[src/rtl/ram_sp_responder.sv]
// Single-port synchronous RAM responder with post-reset clear sweep.
// Optional per-word even parity when RAM_PARITY_EN is defined.
module ram_sp_responder #(
    parameter int               ADDR_W   = 8,
    parameter int               DATA_W   = 8,
    parameter logic [DATA_W-1:0] INIT_VAL = '0
) (
    input  logic              sys_clk,
    input  logic              sys_rst,
    input  logic              wr_en,
    input  logic              rd_en,
    input  logic [ADDR_W-1:0] addr,
    input  logic [DATA_W-1:0] wr_data,
    output logic [DATA_W-1:0] data_out,
    output logic              rd_valid,
    output logic              init_busy,
    output logic              acc_err,
    output logic              parity_err
);

    localparam int DEPTH = 2 ** ADDR_W;
    localparam logic [ADDR_W:0] CLR_LAST = (ADDR_W + 1)'(DEPTH - 1);
`ifdef RAM_PARITY_EN
    localparam int WORD_W = DATA_W + 1;
`else
    localparam int WORD_W = DATA_W;
`endif

    typedef enum logic {
        CLEAR,
        IDLE
    } state_t;

    state_t            state;
    state_t            state_nxt;
    logic [ADDR_W:0]   clr_ptr;
    logic [WORD_W-1:0] mem [DEPTH];

    logic              mem_we;
    logic [ADDR_W-1:0] mem_waddr;
    logic [WORD_W-1:0] mem_wdata;
    logic [WORD_W-1:0] init_word;
    logic [WORD_W-1:0] wr_word;
    logic [WORD_W-1:0] rd_word;
    logic              rd_hit;

`ifdef RAM_PARITY_EN
    assign init_word = {^INIT_VAL, INIT_VAL};
    assign wr_word   = {^wr_data, wr_data};
`else
    assign init_word = INIT_VAL;
    assign wr_word   = wr_data;
`endif

    assign init_busy = (state == CLEAR);
    assign rd_hit    = (state == IDLE) && rd_en;
    assign rd_word   = mem[addr];

    // State register: reset always restarts the clear sweep
    always_ff @(posedge sys_clk) begin
        if (sys_rst) state <= CLEAR;
        else         state <= state_nxt;
    end

    // Next state and memory write-port selection (sweep vs. host)
    always_comb begin
        state_nxt = state;
        mem_we    = 1'b0;
        mem_waddr = addr;
        mem_wdata = wr_word;
        unique case (state)
            CLEAR: begin
                mem_we    = !sys_rst;
                mem_waddr = clr_ptr[ADDR_W-1:0];
                mem_wdata = init_word;
                if (clr_ptr == CLR_LAST) state_nxt = IDLE;
            end
            IDLE: begin
                mem_we = !sys_rst && wr_en;
            end
            default: state_nxt = CLEAR;
        endcase
    end

    // Clear-sweep pointer; wide enough that it never wraps
    always_ff @(posedge sys_clk) begin
        if (sys_rst)              clr_ptr <= '0;
        else if (state == CLEAR)  clr_ptr <= clr_ptr + 1'b1;
    end

    // Storage array; not reset, only the sweep initialises it
    always_ff @(posedge sys_clk) begin
        if (mem_we) mem[mem_waddr] <= mem_wdata;
    end

    // Registered read port, read-first against a same-edge write
    always_ff @(posedge sys_clk) begin
        if (sys_rst) begin
            data_out <= '0;
            rd_valid <= 1'b0;
        end else begin
            rd_valid <= rd_hit;
            if (rd_hit) data_out <= rd_word[DATA_W-1:0];
        end
    end

    // Sticky flag for any strobe arriving while the sweep runs
    always_ff @(posedge sys_clk) begin
        if (sys_rst)
            acc_err <= 1'b0;
        else if (state == CLEAR && (wr_en || rd_en))
            acc_err <= 1'b1;
    end

`ifdef RAM_PARITY_EN
    // Parity check pulses alongside rd_valid
    always_ff @(posedge sys_clk) begin
        if (sys_rst)
            parity_err <= 1'b0;
        else
            parity_err <= rd_hit &&
                (rd_word[DATA_W] != ^rd_word[DATA_W-1:0]);
    end
`else
    assign parity_err = 1'b0;
`endif

endmodule

[config.mk]
export PLATFORM = sky130hd
export DESIGN_NAME = ram_sp_responder
export DESIGN_NICKNAME = d
export VERILOG_FILES = /design/src/rtl/ram_sp_responder.sv
export SDC_FILE = /design/constraint.sdc
export NUM_CORES = 2
export LEC_CHECK = 0
export CELL_PAD_IN_SITES_DETAIL_PLACEMENT = 1
export CELL_PAD_IN_SITES_GLOBAL_PLACEMENT = 1
export CORE_MARGIN = 5
export CORE_UTILIZATION = 32
export CTS_CLUSTER_SIZE = 24
export DETAILED_ROUTE_END_ITERATION = 12
export DONT_BUFFER_PORTS = 1
export GPL_TIMING_DRIVEN = 0
export PLACE_DENSITY = 0.52
export SYNTH_ARGS = -nofsm -noshare
export SYNTH_HDL_FRONTEND = slang
export SYNTH_SLANG_ARGS = --single-unit
[constraint.sdc]
create_clock -name sys_clk -period 8 [get_ports sys_clk]
set_input_delay 1.2 -clock sys_clk [delete_from_list [all_inputs] [get_ports sys_clk]]
set_output_delay 1.2 -clock sys_clk [all_outputs]
set_load 0.01 [all_outputs]
==> flow_summary.ini <==
[worst_hold_path]
hold_start = sys_rst
worstHoldPathCells = 1
hold_path_end = acc_err
hold_class = in -> reg

[sta]
finalCritPeriodShare_pct = 72.9
worst_pin_slew_ps = 1640
max_freq_ghz = 0.171
setup_viol = 0
fin_ws_ps = 2170
layout_min_cycle_time_ps = 5830
rsz0062_at_grt = false
finalHoldViolCount = 0
fin_worst_skew_ps = 37.8
relSlewSlack_pct = -10.6
finalMaxSlewViolations = 15
fin_tns_setup_ps = 0

[final_layout]
final_core_util_pct = 36.9
syn_to_final_growth_pct = 14.7
nets = 4410
fin_cells = 7929
final_layout_size_suffix_gt1_share_pct = 18.8

[clocking]
postCtsSetupBuffers = 0
cts_max_level = 4
cts.clk_slew.worst_paths_ps = 60
cts_resized = 0
ctsHoldBuffers = 0
clockBufferDepth = 3
clock_latency_ps = 860
root_buffer = clkbuf_16
cts_made_buffers = 216
cts_num_sinks = 2068
cts_tree = built

[logic_synthesis]
yosysMostFrequentCell = edfxtp_1
syn_inst = 4134
synth_top_area_cell = edfxtp_1
synth-seq-area-share_pct = 76.4
synthDominantCellAreaShare_pct = 75.9
ys_warn_count = 0
synthTopCellsByCount = edfxtp_1 (2,048), mux2i_1 (419), mux4_2 (321), nor2_1 (303), o22ai_1 (132)
ys_types = 62
ys.flop_type = edfxtp_1
synth_edf_count = 2048
syn-cell-area_sq_um = 81000
synth_area_per_cell_sq_um = 19.6
syn-num-nets = 4156
ys_ff_latch = 2068
synth_area_leaders = edfxtp_1 (76%), mux4_2 (8.9%), mux2i_1 (5.2%)
synth-async-reset-ratio_pct = 0

[detailed_routing]
drt-initial-drc-count = 6046
wl_per_cell_um = 40.3
dr.pass1.iters = 6
vias = 45200
wl_um = 319000
ant_nets = 0
post-route-drc-count = 0
vias_per_cell = 5.71

[critical_path]
critPathBufInv = 5
cp-start-kind = primary input
path_delay_family = buffers and inverters
r2r-start = state
cp.required_ps = 8800
crit_path_top_delay_cell = nor4_1
path_cells = buf_2 > buf_2 > buf_2 > buf_2 > clkbuf_1 > nand2_1 > nand2_1 > a21oi_1 > nor4_1 > a211o_1
path_max_fanout = 10
r2r_cells = 5
critical_path_arrival_ps = 6640
rrSetupSlack_ps = 3010
worst_r2r_endpoint = mem[240][2]
cp_common_cell = buf_2
max_stage_delay_ps = 1280
critical_path_class = in -> reg
cp-end-kind = register

[die]
dieArea_sq_um = 263000
ios = 32
fp-row-count = 184
coreArea_sq_um = 252000
die_h_um = 513
die_x_um = 513
initial_core_util_pct = 32.2

[power_and_ir_drop]
leakage_nw = 30.9
pwr_density_cell_nw_per_um2 = 246
vdd_drop_max_v = 0.000205
power_mw = 22.8

[placement]
dp_slack_ps = 1490
place_congestion = 0.906
place_hpwl_um = 217000
dpl.cell_count = 7517
io_buffers = 0

[run]
drv_cap = 4

[grt]
grt_max_degree = 81
globalRouteOverflowTotal = 0
antenna_found_initial = 29
grt_pass1_vias = 44800
grt_usage_pct = 23.7
grt_pass1_wl_um = 421000

[outcome]
outcome = complete, but fails checks
violations = capacitance limit, slew limit
[flip-flops by register name, indices dropped and copies added, names as in the netlist]
signal,flops
acc_err,1
clr_ptr,9
rd_valid,1
state,1
mem,2048
data_out,8
[cell families after synthesis]
group / synth area share (%)
DFF: 76.4
muxes: 14.1
and+or+nand+nor: 2.79
AOI/OAI and AO/OA: 4.50
buffers and inverters: 2.06
xor gates and xnor gates: 0.0757
adders and majority gates: 0.0309
other: 0.00463
[how the worst max path moves through the flow]
stage / from / to / slack [ps] / cells after the start
final: addr[4] / data_out[3] / 2170 / 10
after global routing: addr[4] / mem[127][1] / 2340 / 9
after CTS: addr[4] / data_out[4] / 2410 / 10
after detailed placement: addr[4] / data_out[4] / 1490 / 10
after global placement: state / mem[157][0] / -3560 / 4
after floorplan: state / mem[0][0] / 2660 / 4
[placed cells by master (no fill, tap or decap), types with 10 or more instances in the layout]
master and n:
a211oi_1 57, a221oi_1 20, dfxtp_1 20, nand2b_1 10, mux4_2 321, a31oi_1 15
buf_2 67, clkbuf_1 126, nor2_1 303, buf_12 10, o211ai_1 25, buf_16 23
nand3_1 31, a22oi_1 37, clkbuf_16 218, diode_2 16, a211o_1 11, o221ai_1 53
buf_4 34, clkinv_1 41, nand2_1 124, clkbuf_2 15, edfxtp_1 2048, o21ai_0 48
nor3_1 16, bufinv_16 15, o22ai_1 132, mux2i_1 419, clkinv_2 47, buf_6 40
buf_8 11, a21oi_1 60
[report_power, final]
| group | internal, mW | leakage [nW] | switching, mW |
|---|---|---|---|
| Clock | 5.56 | 3.35 | 4.38 |
| Sequential | 11.7 | 20.3 | 0.00442 |
| Combinational | 0.327 | 7.20 | 0.834 |
[per-layer routing]
metal / track usage (%) / wire length [um] / vias to the layer above / part of all wire (%)
met4: 9.35 / 14500 / 0 / 4.5
met5: 0 / 0 / - / 0
li1: - / - / 17600 / -
met3: 4.57 / 23700 / 492 / 7.4
met1: 32.3 / 133000 / 25000 / 42
met2: 37.6 / 148000 / 2118 / 46
[layout make-up]
type | instances | area, sq um
Buffer | 252 | 1660
Antenna cell | 16 | 40.0
Clock inverter | 120 | 1080
Multi-Input combinational cell | 1805 | 17500
Timing Repair Buffer | 36 | 803
Clock buffer | 275 | 5750
Inverter | 9 | 33.8
Sequential cell | 2068 | 61900
Fill cell | 24500 | 159000
Tap cell | 3348 | 4190
[metrics by stage]
| stage | instance area [sq um] | hold WS, ps |
|---|---|---|
| 3_3_place_gp | 85200 | 488 |
| 3_5_place_dp | 86100 | 479 |
| 6_report | 92900 | 398 |
| 2_1_floorplan | 81000 | 454 |
| 4_1_cts | 92900 | 343 |
| 5_1_grt | 92900 | 360 |
Note: power is estimated with default switching activity, not from simulation.
